==> src/rtl/mem_port_arbiter_if.sv <==
// Bus bundle for mem_port_arbiter: CPU fetch port, CPU data port,
// the shared downstream memory port, and the pipeline stall.
//   slave  : arbiter view (takes CPU requests, drives memory requests)
//   master : environment view (CPU and memory side together)
interface mem_port_arbiter_if;
  logic        i_req;
  logic [63:0] i_addr;
  logic        i_ready;
  logic [31:0] i_rdata;

  logic        d_req;
  logic        d_we;
  logic [63:0] d_addr;
  logic [63:0] d_wdata;
  logic [2:0]  d_width;
  logic        d_ready;
  logic [63:0] d_rdata;

  logic        m_req;
  logic        m_we;
  logic [63:0] m_addr;
  logic [63:0] m_wdata;
  logic [2:0]  m_width;
  logic        m_ack;
  logic [63:0] m_rdata;

  logic        stall;

  modport slave (
    input  i_req, i_addr,
    output i_ready, i_rdata,
    input  d_req, d_we, d_addr, d_wdata, d_width,
    output d_ready, d_rdata,
    output m_req, m_we, m_addr, m_wdata, m_width,
    input  m_ack, m_rdata,
    output stall
  );

  modport master (
    output i_req, i_addr,
    input  i_ready, i_rdata,
    output d_req, d_we, d_addr, d_wdata, d_width,
    input  d_ready, d_rdata,
    input  m_req, m_we, m_addr, m_wdata, m_width,
    output m_ack, m_rdata,
    input  stall
  );
endinterface

==> src/rtl/mem_port_arbiter.sv <==
// mem_port_arbiter: serialises CPU fetch and load/store traffic onto one
// single-ported memory interface. Data wins by default; after STARVE_LIMIT
// consecutive data grants with a fetch pending, the fetch is forced through.
// Optional feature macro: ARB_PERF_EN adds grant and stall-cycle counters.
//
// state  | meaning
// IDLE   | waiting for a request; grant decision made here
// BUSY_I | fetch in flight downstream, waiting for m_ack
// BUSY_D | data access in flight downstream, waiting for m_ack
// RESP   | one-cycle ready pulse to the owner, no grant made
module mem_port_arbiter #(
  parameter int         STARVE_LIMIT = 4,
  parameter logic [2:0] FETCH_WIDTH  = 3'b010
) (
  input  logic               clk,
  input  logic               rst,
  mem_port_arbiter_if.slave  bus
`ifdef ARB_PERF_EN
  ,
  output logic [31:0]        perf_i_grants,
  output logic [31:0]        perf_d_grants,
  output logic [31:0]        perf_stall_cycles
`endif
);

  localparam int CNT_W = $clog2(STARVE_LIMIT + 1);

  typedef enum logic [1:0] {IDLE, BUSY_I, BUSY_D, RESP} state_t;

  state_t             state;
  logic [CNT_W-1:0]   starve_cnt;
  logic               starve_max;
  logic               grant_i;
  logic               grant_d;
  logic               stall;

  logic               m_req;
  logic               m_we;
  logic [63:0]        m_addr;
  logic [63:0]        m_wdata;
  logic [2:0]         m_width;
  logic               i_ready;
  logic [31:0]        i_rdata;
  logic               d_ready;
  logic [63:0]        d_rdata;

  assign starve_max = (starve_cnt == CNT_W'(STARVE_LIMIT));

  // Grant decision, only meaningful in IDLE
  always_comb begin
    grant_i = 1'b0;
    grant_d = 1'b0;
    if (state == IDLE) begin
      if (bus.d_req && !(bus.i_req && starve_max)) begin
        grant_d = 1'b1;
      end else if (bus.i_req) begin
        grant_i = 1'b1;
      end
    end
  end

  // Arbitration FSM with registered downstream request and responses
  always_ff @(posedge clk or posedge rst) begin
    if (rst) begin
      state      <= IDLE;
      starve_cnt <= '0;
      m_req      <= 1'b0;
      m_we       <= 1'b0;
      m_addr     <= '0;
      m_wdata    <= '0;
      m_width    <= '0;
      i_ready    <= 1'b0;
      i_rdata    <= '0;
      d_ready    <= 1'b0;
      d_rdata    <= '0;
    end else begin
      i_ready <= 1'b0;
      d_ready <= 1'b0;
      case (state)
        IDLE: begin
          if (grant_d) begin
            m_req   <= 1'b1;
            m_we    <= bus.d_we;
            m_addr  <= bus.d_addr;
            m_wdata <= bus.d_wdata;
            m_width <= bus.d_width;
            state   <= BUSY_D;
            if (!bus.i_req) begin
              starve_cnt <= '0;
            end else if (!starve_max) begin
              starve_cnt <= starve_cnt + CNT_W'(1);
            end
          end else if (grant_i) begin
            m_req      <= 1'b1;
            m_we       <= 1'b0;
            m_addr     <= bus.i_addr;
            m_wdata    <= '0;
            m_width    <= FETCH_WIDTH;
            state      <= BUSY_I;
            starve_cnt <= '0;
          end
        end
        BUSY_I: begin
          if (bus.m_ack) begin
            m_req   <= 1'b0;
            i_rdata <= bus.m_rdata[31:0];
            i_ready <= 1'b1;
            state   <= RESP;
          end
        end
        BUSY_D: begin
          if (bus.m_ack) begin
            m_req   <= 1'b0;
            d_rdata <= bus.m_rdata;
            d_ready <= 1'b1;
            state   <= RESP;
          end
        end
        RESP: begin
          state <= IDLE;
        end
        default: begin
          state <= IDLE;
        end
      endcase
    end
  end

  assign stall = (bus.i_req & ~i_ready) | (bus.d_req & ~d_ready);

  assign bus.m_req   = m_req;
  assign bus.m_we    = m_we;
  assign bus.m_addr  = m_addr;
  assign bus.m_wdata = m_wdata;
  assign bus.m_width = m_width;
  assign bus.i_ready = i_ready;
  assign bus.i_rdata = i_rdata;
  assign bus.d_ready = d_ready;
  assign bus.d_rdata = d_rdata;
  assign bus.stall   = stall;

`ifdef ARB_PERF_EN
  // Free-running wrapping event counters for profiling
  always_ff @(posedge clk or posedge rst) begin
    if (rst) begin
      perf_i_grants     <= '0;
      perf_d_grants     <= '0;
      perf_stall_cycles <= '0;
    end else begin
      if (grant_i) perf_i_grants <= perf_i_grants + 32'd1;
      if (grant_d) perf_d_grants <= perf_d_grants + 32'd1;
      if (stall)   perf_stall_cycles <= perf_stall_cycles + 32'd1;
    end
  end
`endif

endmodule

==> src/flat_wrapper.sv <==
// flat-port wrapper written by rule: the top's interface ports become plain ports
module mem_port_arbiter_flat 
#(
  parameter int         STARVE_LIMIT = 4,
  parameter logic [2:0] FETCH_WIDTH  = 3'b010
)
  (clk, rst, bus_i_req, bus_i_addr, bus_i_ready, bus_i_rdata, bus_d_req, bus_d_we, bus_d_addr, bus_d_wdata, bus_d_width, bus_d_ready, bus_d_rdata, bus_m_req, bus_m_we, bus_m_addr, bus_m_wdata, bus_m_width, bus_m_ack, bus_m_rdata, bus_stall);
  mem_port_arbiter_if bus_i ();
  input  logic clk;
  input  logic rst;
  input wire logic [$bits(bus_i.i_req)-1:0] bus_i_req;
  input wire logic [$bits(bus_i.i_addr)-1:0] bus_i_addr;
  output wire logic [$bits(bus_i.i_ready)-1:0] bus_i_ready;
  output wire logic [$bits(bus_i.i_rdata)-1:0] bus_i_rdata;
  input wire logic [$bits(bus_i.d_req)-1:0] bus_d_req;
  input wire logic [$bits(bus_i.d_we)-1:0] bus_d_we;
  input wire logic [$bits(bus_i.d_addr)-1:0] bus_d_addr;
  input wire logic [$bits(bus_i.d_wdata)-1:0] bus_d_wdata;
  input wire logic [$bits(bus_i.d_width)-1:0] bus_d_width;
  output wire logic [$bits(bus_i.d_ready)-1:0] bus_d_ready;
  output wire logic [$bits(bus_i.d_rdata)-1:0] bus_d_rdata;
  output wire logic [$bits(bus_i.m_req)-1:0] bus_m_req;
  output wire logic [$bits(bus_i.m_we)-1:0] bus_m_we;
  output wire logic [$bits(bus_i.m_addr)-1:0] bus_m_addr;
  output wire logic [$bits(bus_i.m_wdata)-1:0] bus_m_wdata;
  output wire logic [$bits(bus_i.m_width)-1:0] bus_m_width;
  input wire logic [$bits(bus_i.m_ack)-1:0] bus_m_ack;
  input wire logic [$bits(bus_i.m_rdata)-1:0] bus_m_rdata;
  output wire logic [$bits(bus_i.stall)-1:0] bus_stall;
  assign bus_i.i_req = bus_i_req;
  assign bus_i.i_addr = bus_i_addr;
  assign bus_i_ready = bus_i.i_ready;
  assign bus_i_rdata = bus_i.i_rdata;
  assign bus_i.d_req = bus_d_req;
  assign bus_i.d_we = bus_d_we;
  assign bus_i.d_addr = bus_d_addr;
  assign bus_i.d_wdata = bus_d_wdata;
  assign bus_i.d_width = bus_d_width;
  assign bus_d_ready = bus_i.d_ready;
  assign bus_d_rdata = bus_i.d_rdata;
  assign bus_m_req = bus_i.m_req;
  assign bus_m_we = bus_i.m_we;
  assign bus_m_addr = bus_i.m_addr;
  assign bus_m_wdata = bus_i.m_wdata;
  assign bus_m_width = bus_i.m_width;
  assign bus_i.m_ack = bus_m_ack;
  assign bus_i.m_rdata = bus_m_rdata;
  assign bus_stall = bus_i.stall;
  mem_port_arbiter #(.STARVE_LIMIT(STARVE_LIMIT), .FETCH_WIDTH(FETCH_WIDTH)) u_core (.clk(clk), .rst(rst), .bus(bus_i));
endmodule
==> config.mk <==
export PLATFORM = sky130hd
export DESIGN_NAME = mem_port_arbiter_flat
export DESIGN_NICKNAME = d
export VERILOG_FILES = /design/src/rtl/mem_port_arbiter_if.sv /design/src/rtl/mem_port_arbiter.sv /design/src/flat_wrapper.sv
export SDC_FILE = /design/constraint.sdc
export NUM_CORES = 1
export LEC_CHECK = 0
export CORE_AREA = 2 2 192 194
export CTS_CLUSTER_SIZE = 40
export DETAILED_ROUTE_END_ITERATION = 16
export DIE_AREA = 0 0 194 196
export SETUP_SLACK_MARGIN = 0.15
export SYNTH_ARGS = -nofsm -noshare
export SYNTH_HDL_FRONTEND = slang
export SYNTH_SLANG_ARGS = --single-unit
==> constraint.sdc <==
create_clock -name clk -period 19.1 [get_ports clk]
set_clock_uncertainty 0.05 [all_clocks]
set_input_delay 1.91 -clock clk [delete_from_list [all_inputs] [get_ports clk]]
set_output_delay 1.91 -clock clk [all_outputs]
set_load 0.1 [all_outputs]
# After elaboration in Yosys (flattened, before gate mapping)
# Cells that the tools add are included.
dict set report word_totals {
  input_bits 265
  output_inout_bits 232
  regBits 236
  elab_cells 65
}
dict set report op_classes {
  eq_ne 7
  add_sub_neg 1
  bitwise 5
  reduce_logical 13
  n_mux 28
}
# operator count
set ops {}
lappend ops {{64-bit 2-to-1 mux} 4}
lappend ops {{3-bit 2-to-1 mux} 6}
lappend ops {{1-bit 2-to-1 mux} 13}
lappend ops {{2-bit AND reduction} 4}
lappend ops {{2-bit 2-to-1 mux} 3}
lappend ops {{2-bit case mux with 3 select lines} 1}
lappend ops {{3-bit AND reduction} 2}
lappend ops {{2-bit equality test, second input constant} 2}
lappend ops {{2-bit nonzero test} 2}
lappend ops {{3-bit by 1-bit adder with 3-bit output, second input constant} 1}
lappend ops {{3-bit equality test, second input constant} 1}
lappend ops {{3-bit by 1-bit != test with 1-bit output, second input constant} 1}
lappend ops {{3-bit != test, second input constant} 1}
lappend ops {{1-bit bitwise AND} 2}
lappend ops {{2-bit by 1-bit equality test with 1-bit output, second input constant} 1}
lappend ops {{1-bit logical AND} 2}
lappend ops {{2-bit zero test} 1}
lappend ops {{2-bit by 1-bit != test with 1-bit output, second input constant} 1}
lappend ops {{1-bit NOT} 2}
lappend ops {{1-bit case mux with 2 select lines} 1}
lappend ops {{2-bit OR reduction} 1}
lappend ops {{1-bit zero test} 1}
lappend ops {{1-bit bitwise OR} 1}

# Depth between registers and ports, before layout
dict set report logic_depth {
  ltp_word 9
  ltp_mapped 8
  mapped_depth_nobuf 5
}

# Worst setup path after synthesis
# Ideal clock, no wire load.
dict set report synth_timing {
  path_kind {input-to-output}
  start {in bus_i_req}
  end {out bus_stall}
  path_stages 3
  n_path_buf 1
  arrival_time_ns 3.541
  required_time_ns 17.140
  setup_slack_ns 13.599
  cell_sequence {buf_4 -> inv_1 -> o22ai_1}
}
dict set report synth_between {
  elab_chain_cells 2
}
# element line_no
set synth_lines {}
lappend synth_lines {{start, declared} flat_wrapper.sv:11} ;# input wire logic [$bits(bus_i.i_req)-1:0] bus_i_req;
lappend synth_lines {{1-bit bitwise AND} mem_port_arbiter.sv:129} ;# assign stall = (bus.i_req & ~i_ready) | (bus.d_req & ~d_ready);
lappend synth_lines {{1-bit bitwise OR} mem_port_arbiter.sv:129}
lappend synth_lines {{end, declared} flat_wrapper.sv:29} ;# output wire logic [$bits(bus_i.stall)-1:0] bus_stall;
# Every way passes these cells.

# Final worst setup path
# Ends and elaborated chain as after synthesis.

==> results.toml <==
[timing]
finalCritPeriodShare_pct = 31.9
maxSlewHeadroom_pct = 26.7
rsz0062_at_grt = "no"
finalWorstSetupSlack_ps = 13000
hold_viol = 0
post-route-min-period_ps = 6100
tightestPinTransition_ps = 1100
setup_total_negative_slack_ps = 0
maxClockFrequency_mhz = 164
setup_viol = 0
timing_max_transition_violations_final = 0

[synth]
syn-cell-area_mm2 = 0.00929
sequential_cell_area_fraction_in_the_yosys_report_pct = 63.6
synthTopCellsByArea = "sky130_fd_sc_hd__dfrtp_1, sky130_fd_sc_hd__mux2_2, sky130_fd_sc_hd__o221a_2"
mux_contribution_to_synthesized_area_pct = 11.7
synthesized_nets = 897
yosys.cell_types.count = 34
synth_edf_count = 0
post_synth_fa_ha_maj_area_fraction_pct = 0.808
yosysTopAreaCellShare_pct = 63.6
synth-compound-area-share_pct = 15.3
yosys_warnings = 0
combinational_family_with_the_most_area_after_synthesis = "compound AO/OA/AOI/OAI gates"
synth-async-reset-ratio_pct = 100
postSynthRegisterBits = 236
syn-instance-count = 626
synth_flop_cell = "sky130_fd_sc_hd__dfrtp_1"
synth_top_area_cell = "sky130_fd_sc_hd__dfrtp_1"
yosys.area_share.simple_pct = 5.18
synth-xor-area-share_pct = 0
synth_area_per_cell_um2 = 14.8

[clock_tree]
post-cts-setup-buffer-count = 0
cts-hold-fix-buffers = 0
max-clock-path-buffers = 3
cts.repair.resized = 0
cts_inserted_buffers = 27
tritoncts_clock_tree = "built"
clkLatencyLatePin_ps = 540
clock_root_buffer_master = "sky130_fd_sc_hd__clkbuf_16"
cts_max_level = 1
clk_pin_slew_ps = 60
cts.sink_count = 236

[setup_path]
reg2reg_depth = 6
critPathKind = "primary input to primary output"
regToRegSetupSlack_ps = 15990
reg_to_reg_startpoint = "u_core.state[1]"
worstSetupEndpointType = "primary output"
required_ps = 17140
start_kind = "primary input"
worst_setup_path_startpoint = "bus_i_req"
arrival_ps = 4140
crit_fanout = 9

[finish]
mostFrequentLayoutCells = "sky130_fd_sc_hd__clkdlybuf4s50_1, sky130_fd_sc_hd__dfrtp_1, sky130_fd_sc_hd__mux2_2"
layout_commonest_cell = "sky130_fd_sc_hd__clkdlybuf4s50_1"
area.growth.synth_to_final_pct = 66.9
finish.net_count = 1376
final_layout_size_suffix_gt1_share_pct = 19.2
postLayoutCellArea_mm2 = 0.0155

[floorplanning]
dieHeight_um = 196
die-area_mm2 = 0.0380
initial_core_util_pct = 25.8
fp.dieW_um = 194
coreArea_mm2 = 0.0361
row_count = 70
ioPinCount = 497

[routing]
drc = 0
mean_routed_wirelength_per_cell_um = 20.0
vias = 7453
avgViaCountPerCell = 4.68
wl_um = 31800
drt_first_pass_iters = 4
final_antenna_net_count = 0
drt-initial-drc-count = 343

[min_path]
worst_hold_path_type = "register to register"
hold-path-cell-count = 1
min_from = "u_core.bus.i_rdata[3]"

[placement]
hpwl_um = 22100
portBuffers = 496
globalplace.congestion = 0.780
post_dp_cell_area_mm2 = 0.0147
dpl_worst_slack_ps = 13000

[grt]
gr-usage-all-layers_pct = 16.2
global_route_wire_length_before_repair_um = 48900
grt_antenna_before_repair = 2
grt_start_max_net_pins = 89
grt.overflow.total = 0
first_global_vias = 7988

[job]
drv_cap = 0

[run_status]
status = "complete, no violations"
## cells by family after synthesis
| kind of cell | count (synthesis) |
|---|---|
| AO/OA/AOI/OAI | 146 |
| adder cells (fa/ha/maj) | 6 |
| buffers and inverters | 64 |
| flip-flops | 236 |
| multiplexers | 97 |
| AND/OR/NAND/NOR | 77 |
## final timing paths
kind / endpoint
min reg2reg: u_core.bus.i_rdata[3]
max in group asynchronous: u_core.bus.d_rdata[10]
max reg2reg: u_core.bus.m_wdata[17]
min: u_core.bus.i_rdata[3]
max: bus_stall
min in group asynchronous: u_core.bus.m_wdata[46]
## state kept, by name, indices dropped and copies added (netlist names)
| signal | count |
|---|---|
| u_core.bus.m_wdata | 64 |
| u_core.bus.d_ready | 1 |
| u_core.bus.m_req | 1 |
| u_core.bus.m_we | 1 |
| u_core.bus.m_addr | 64 |
| u_core.bus.i_ready | 1 |
| u_core.starve_cnt | 3 |
| u_core.state | 2 |
| u_core.bus.i_rdata | 32 |
| u_core.bus.m_width | 3 |
| u_core.bus.d_rdata | 64 |
## metrics by stage
step                utilization (%)  hold slack (ps)  instances
floorplan                         -              441        626
global route                   43.0              462       1591
finish                         43.0              452       1592
global placement               40.6              437       1544
CTS                            43.0              456       1591
detailed placement             40.6              440       1544
## worst max-delay path, cell delays in order
cell and delay (ps):
sky130_fd_sc_hd__clkdlybuf4s50_1 730, sky130_fd_sc_hd__inv_1 110, sky130_fd_sc_hd__o22ai_1 190, sky130_fd_sc_hd__clkdlybuf4s50_1 1190
## routing by layer
layer,vias to the layer above,global-route usage [%],wire length (um)
li1,3338,-,-
met3,54,5.69,2900
met5,-,0,9
met1,3726,19.6,12500
met4,2,4.94,767
met2,333,27.1,15600
## layout make-up
cell class              instances  area [um^2]
diodes                          1         2.50
clock buffers                  40          764
clock inverters                 7         85.1
fillers                      3386        20600
inverters                      11         48.8
multi-input cells             326         3100
flip-flops and latches        236         5910
well taps                     468          586
repair buffers                503         5010
## synth_stat cells, types with 3 or more instances
master	count
sky130_fd_sc_hd__dfrtp_1	236
sky130_fd_sc_hd__mux2_2	96
sky130_fd_sc_hd__a22o_1	67
sky130_fd_sc_hd__o221a_2	64
sky130_fd_sc_hd__or3_1	64
sky130_fd_sc_hd__buf_2	27
sky130_fd_sc_hd__clkbuf_1	19
sky130_fd_sc_hd__inv_1	10
sky130_fd_sc_hd__ha_1	6
sky130_fd_sc_hd__buf_6	4
sky130_fd_sc_hd__buf_4	3
sky130_fd_sc_hd__nand2_1	3
sky130_fd_sc_hd__nand2b_1	3
Power is not shown: default switching activity piles up to over one toggle a cycle in this logic, so the estimate is an artifact.
